**src/rtl/rf_mp_if.sv**
```systemverilog
// ---------------------------------------------------------------------------
// rf_mp_if -- bus bundle for the multi-read-port register file rf_mp.
//
// Parameters (must match the rf_mp instance it is connected to):
//   DW : data width in bits
//   AW : address width, depth = 2**AW
//   NR : number of read ports
//
// Signals:
//   raddr [NR*AW] : read addresses, port k at [k*AW +: AW]
//   rdata [NR*DW] : read data,      port k at [k*DW +: DW]
//   rbusy [NR]    : pending bit of the register addressed by each read port
//   we, waddr, wdata : writeback port (write + pending clear)
//   pset, paddr      : decode-side pending set
//
// Modports:
//   master : decode/writeback side driving requests
//   slave  : the register file
// ---------------------------------------------------------------------------
interface rf_mp_if #(
    parameter int DW = 32,
    parameter int AW = 5,
    parameter int NR = 2
);
    logic [NR*AW-1:0] raddr;
    logic [NR*DW-1:0] rdata;
    logic [NR-1:0]    rbusy;
    logic             we;
    logic [AW-1:0]    waddr;
    logic [DW-1:0]    wdata;
    logic             pset;
    logic [AW-1:0]    paddr;

    modport master (
        output raddr, we, waddr, wdata, pset, paddr,
        input  rdata, rbusy
    );

    modport slave (
        input  raddr, we, waddr, wdata, pset, paddr,
        output rdata, rbusy
    );
endinterface

```
**src/rtl/rf_mp.sv**
```systemverilog
// ---------------------------------------------------------------------------
// rf_mp -- parametrised multi-read-port register file with a per-register
// pending scoreboard, placed between decode (reads, pending set) and
// writeback (write, pending clear).
//
// Parameters:
//   DW : data width in bits (default 32)
//   AW : address width, depth = 2**AW registers (default 5)
//   NR : number of read ports, 1..4 (default 2)
//
// Ports:
//   clk   : rising-edge clock
//   rst_n : synchronous active-low reset; clears all registers and all
//           pending bits, and overrides any write/set on the same edge
//   bus   : rf_mp_if.slave
//           - raddr/rdata/rbusy : NR combinational read ports
//           - we/waddr/wdata    : write, also clears pend[waddr]
//           - pset/paddr        : marks pend[paddr] (producer issued)
//
// Behaviour:
//   - Register 0 is hardwired to zero: writes to it are dropped and its
//     pending bit never sets.
//   - Same-edge pending set and clear on one address: set wins.
//
// Configuration macro:
//   RF_BYPASS_EN -- when defined, a read port whose address matches an
//   active non-zero write returns wdata and rbusy=0 in the same cycle.
//   When undefined, read-during-write returns the old stored value and
//   the registered pending bit.
// ---------------------------------------------------------------------------
module rf_mp #(
    parameter int DW = 32,
    parameter int AW = 5,
    parameter int NR = 2
) (
    input  logic     clk,
    input  logic     rst_n,
    rf_mp_if.slave   bus
);
    localparam int DEPTH = 2 ** AW;

    logic [DW-1:0]    mem [DEPTH];
    logic [DEPTH-1:0] pend;

    // -----------------------------------------------------------------------
    // Storage. Every word is cleared by the synchronous reset, so r0 is 0
    // from reset onwards and, since it is never written, stays 0.
    // -----------------------------------------------------------------------
    // NOTE: the memory is inside the reset branch on purpose: the register
    // file must read 0 everywhere after reset, which rules out a RAM macro
    // without a clear port. Non-blocking assignments keep every read in this
    // cycle seeing the pre-edge contents.
    always_ff @(posedge clk) begin
        if (!rst_n) begin
            for (int i = 0; i < DEPTH; i++) begin
                mem[i] <= '0;
            end
        end else if (bus.we && (bus.waddr != '0)) begin
            mem[bus.waddr] <= bus.wdata;
        end
    end

    // -----------------------------------------------------------------------
    // Pending scoreboard. The clear is written before the set, so when both
    // target the same bit the later non-blocking assignment (the set) is
    // the one that lands: a new producer has issued for that register.
    // -----------------------------------------------------------------------
    always_ff @(posedge clk) begin
        if (!rst_n) begin
            pend <= '0;
        end else begin
            if (bus.we) begin
                pend[bus.waddr] <= 1'b0;
            end
            if (bus.pset && (bus.paddr != '0)) begin
                pend[bus.paddr] <= 1'b1;
            end
        end
    end

    // -----------------------------------------------------------------------
    // Read ports: purely combinational, independent per port.
    // -----------------------------------------------------------------------
    for (genvar k = 0; k < NR; k++) begin : g_rd
        logic [AW-1:0] ra;
        logic          hit;

        assign ra = bus.raddr[k*AW +: AW];

`ifdef RF_BYPASS_EN
        // The producer is completing this cycle, so the reader sees the
        // new value and is not stalled, regardless of a same-cycle pset.
        assign hit = bus.we && (bus.waddr == ra) && (bus.waddr != '0);
`else
        assign hit = 1'b0;
`endif

        assign bus.rdata[k*DW +: DW] = hit ? bus.wdata : mem[ra];
        assign bus.rbusy[k]          = hit ? 1'b0      : pend[ra];
    end

endmodule

```
**src/flat_wrapper.sv**
```systemverilog
// flat-port wrapper written by rule: the top's interface ports become plain ports
module rf_mp_flat 
#(
    parameter int DW = 32,
    parameter int AW = 5,
    parameter int NR = 2
)
  (clk, rst_n, bus_raddr, bus_we, bus_waddr, bus_wdata, bus_pset, bus_paddr, bus_rdata, bus_rbusy);
  rf_mp_if #(.DW(DW), .AW(AW), .NR(NR)) bus_i ();
  input  logic clk;
  input  logic rst_n;
  input wire logic [$bits(bus_i.raddr)-1:0] bus_raddr;
  input wire logic [$bits(bus_i.we)-1:0] bus_we;
  input wire logic [$bits(bus_i.waddr)-1:0] bus_waddr;
  input wire logic [$bits(bus_i.wdata)-1:0] bus_wdata;
  input wire logic [$bits(bus_i.pset)-1:0] bus_pset;
  input wire logic [$bits(bus_i.paddr)-1:0] bus_paddr;
  output wire logic [$bits(bus_i.rdata)-1:0] bus_rdata;
  output wire logic [$bits(bus_i.rbusy)-1:0] bus_rbusy;
  assign bus_i.raddr = bus_raddr;
  assign bus_i.we = bus_we;
  assign bus_i.waddr = bus_waddr;
  assign bus_i.wdata = bus_wdata;
  assign bus_i.pset = bus_pset;
  assign bus_i.paddr = bus_paddr;
  assign bus_rdata = bus_i.rdata;
  assign bus_rbusy = bus_i.rbusy;
  rf_mp #(.DW(DW), .AW(AW), .NR(NR)) u_core (.clk(clk), .rst_n(rst_n), .bus(bus_i));
endmodule
```
**config.mk**
```make
export PLATFORM = sky130hd
export DESIGN_NAME = rf_mp_flat
export DESIGN_NICKNAME = d
export VERILOG_FILES = /design/src/rtl/rf_mp_if.sv /design/src/rtl/rf_mp.sv /design/src/flat_wrapper.sv
export SDC_FILE = /design/constraint.sdc
export NUM_CORES = 2
export LEC_CHECK = 0
export BUFFER_PORTS_ARGS = -buffer_cell sky130_fd_sc_hd__buf_2
export CAP_MARGIN = 20
export CORE_ASPECT_RATIO = 1.4
export CORE_MARGIN = 1.5
export CORE_UTILIZATION = 55
export CTS_CLUSTER_SIZE = 16
export DETAILED_ROUTE_END_ITERATION = 8
export GPL_TIMING_DRIVEN = 0
export PLACE_DENSITY_LB_ADDON = 0.1
export RECOVER_POWER = 25
export SLEW_MARGIN = 20
export SYNTH_ARGS = -nofsm -noshare
export SYNTH_HDL_FRONTEND = slang
export SYNTH_SLANG_ARGS = --single-unit
```
**constraint.sdc**
```tcl
create_clock -name clk -period 5.02 [get_ports clk]
set_input_delay 0.502 -clock clk [delete_from_list [all_inputs] [get_ports clk]]
set_output_delay 0.502 -clock clk [all_outputs]
set_load 0.005 [all_outputs]
```
==> summary.txt <==
Outcome
  • Status: finished, violations left
  • Failing checks: capacitance limit, slew limit

Synthesis
  • Synthesized flop and latch total: roughly 1100
  • Post-synth top area cell: edfxtp_1
  • Top-count cell post-synth: mux2i_1
  • Number of library cell types mapped by synthesis: 35
  • Synthesized cell area: 57500 um2
  • Top_reg_cell synth: edfxtp_1
  • Ranking of synthesized cells by area: edfxtp_1 (53%), mux2i_1 (18%), and2_1 (11%)
  • Top-area cell type share of the netlist area: between 50 and 60%
  • YS warnings: 0
  • Seq/Total Area, Yosys: between 50 and 60%
  • Number of flops mapped to enable cells by yosys: around 1000
  • List of most frequent post-synthesis cells: mux2i_1 (1056), edfxtp_1 (1024), and2_1 (994), clkbuf_1 (244), nand2_1 (235)
  • Mean area per synthesized cell: around 12 um2
  • Post-synthesis instance total: ~4800
  • Asr flop ratio synth: 0%

Placement
  • Placed Cells: roughly 6400
  • Dpl cell area: approximately 62000 um2
  • Port Buffers: 119
  • Final GP Congestion: ~1.1
  • Post-detail-place hpwl: 192000 um

Route
  • Antenna-violating nets left: 0
  • Drt wl/cell: between 30 and 40 um
  • Final wirelength: about 260000 um
  • Iter 0 DRT Violations: approximately 6300
  • First-pass detailed-route iteration total: 8
  • Routed vias/inst: 6.80
  • Via Count: about 45000
  • # DRC: 0

Clock network
  • Clock Sinks: between 1000 and 1500
  • CTS tree: done
  • Post-CTS setup buffers: 0
  • Root Buffer Master: clkbuf_16
  • Worst skew pair latency: roughly 0.72 ns
  • Total CTS buffers: between 100 and 150
  • H-tree depth: 3
  • CTS Buffer Depth: 3
  • Hold buffer count at cts: 0
  • Resize count post-CTS: 0
  • Reg clk slew, reported paths: roughly 0.060 ns

Power and ir drop
  • Worst VDD drop: just under 0.0003 V
  • Pwr Density: 328 nW/um2
  • Leak pwr: approximately 25 nW

Floorplan
  • Die width: between 200 and 300 um
  • Die footprint: around 110000 um2
  • Die height: 386 um
  • CORE AREA: around 100000 um2
  • Row cnt: 140
  • Initial core utilization: approximately 55%
  • Boundary pin count: between 100 and 150

STA
  • FMAX: 209 MHz
  • Final period util: a little over nine tenths
  • Finish-stage setup viols: 0
  • RSZ-0062 raised after global routing: false
  • Max-slew headroom: -113%
  • Worst Clk Skew: 0 ns
  • Minimum clock period: 4.79 ns
  • Hold_ws: about 0.097 ns
  • Worst Max-Slew Pin Slew: approximately 3.2 ns
  • Hold Vio Cnt, Final: 0
  • Max Slew Vio Count: between 150 and 200

Critical path
  • Worst path required time: 5.35 ns
  • Critical Path End Type: flop
  • Worst setup SP type: primary input
  • CP max FO: 12
  • WS Path Type: in -> reg
  • Critical path arrival: between 5 and 6 ns

Finish
  • NumNets Final: 5208
  • Post-route cell area: 64400 um2
  • P&R area growth vs syn: 11.8%
  • Fin cells: about 6600
  • Layout cells sized above 1: 10.0%

GRT
  • Residual overflow from global routing: 0
  • Vias in the first global route: 43300
  • Pin count of the biggest net entering global routing: 23
  • Initial antenna violation count: 31
  • First-pass GRT wire length: ~340000 um
  • GR Util All Layers: a little under half

Run
  • Max cap viols: 16

Hold path
  • Hold WC Path Type: in -> reg
registers in the layout, summed over array words and instances (netlist names):
register     count
u_core.mem    1024
u_core.pend     32
layer usage:
metal / vias up / track usage, % / wire length (um)
met5: - / 1.44 / 366
met3: 1115 / 16.1 / 31700
met2: 3328 / 73.0 / 112000
met4: 20 / 38.1 / 24700
li1: 18300 / - / -
met1: 22000 / 53.0 / 86500
critical path, stage by stage:
cell      delay [ns]
clkbuf_1        0.24
or3_1           0.47
buf_2           0.21
o21ai_0         1.85
clkbuf_1        0.87
clkbuf_1        0.95
worst paths after layout:
kind	startpoint	to	slack, ns	cells after the start
worst max-delay path	bus_waddr[4]	u_core.mem[2][23]	0.23	6
worst min-delay path	bus_wdata[9]	u_core.mem[4][9]	0.1	2
worst max register to register	u_core.pend[26]	u_core.pend[26]	4.24	2
worst min register to register	u_core.pend[0]	u_core.pend[0]	0.49	1
cell families (layout without fill, tap and decap cells):
kind of cell,Yosys count,after routing,synth area share (%)
muxes,1056,1056,18.4
DFF,1056,1056,54.6
AOI/OAI and AO/OA,688,688,7.86
and+or+nand+nor,1565,1565,15.4
buffers and inverters,476,830,3.82
other,1,42,0.00652
through the flow:
step | worst slack, ns | total power, mW | setup TNS [ns] | util [%]
floorplan | 1.11 | 12.0 | 0 | -
CTS | 0.402 | 20.9 | 0 | 62.5
detailed placement | 0.401 | 13.5 | 0 | 59.4
finish | 0.231 | 21.1 | 0 | 62.0
global route | 0.287 | 21.4 | 0 | 61.9
global placement | -3.34 | 13.3 | -1922.35 | 57.7
layout by cell type, fill, tap and decap left out, types with 5 or more instances in the layout:
master / synthesis / final
conb_1: 1 / 32
dfxtp_1: 32 / 32
clkinv_4: 0 / 5
clkbuf_2: 35 / 43
nor2_2: 11 / 5
nor3_1: 67 / 67
buf_1: 33 / 31
a21oi_1: 229 / 229
nand3_1: 202 / 203
nor2_1: 23 / 32
o21ai_0: 62 / 47
a22o_1: 132 / 132
a31oi_1: 66 / 66
o21ai_4: 0 / 15
diode_2: 0 / 10
a22oi_1: 198 / 198
clkinvlp_4: 0 / 6
clkbuf_16: 0 / 106
nand2b_1: 5 / 5
nand2_1: 235 / 235
clkbuf_1: 244 / 273
clkinv_2: 0 / 12
and2_1: 994 / 900
buf_16: 0 / 34
buf_2: 98 / 211
edfxtp_1: 1024 / 1024
mux2i_1: 1056 / 1056
clkinv_1: 0 / 23
and2_0: 0 / 94
buf_4: 65 / 65
layout make-up:
cell class	count	area, um2
inverters	1	3.75
clock inverters	57	417
multi-input cells	3341	24200
well taps	1349	1690
fillers	8616	39500
repair buffers	174	1710
plain buffers	475	2200
diodes	10	25.0
flip-flops and latches	1056	31400
clock buffers	123	2730
report_power, final:
part / internal [mW] / switching, mW
clock: 4.06 / 3.62
combinational: 0.929 / 2.12
sequential: 10.1 / 0.251
Power figures use the tool's default switching activity.
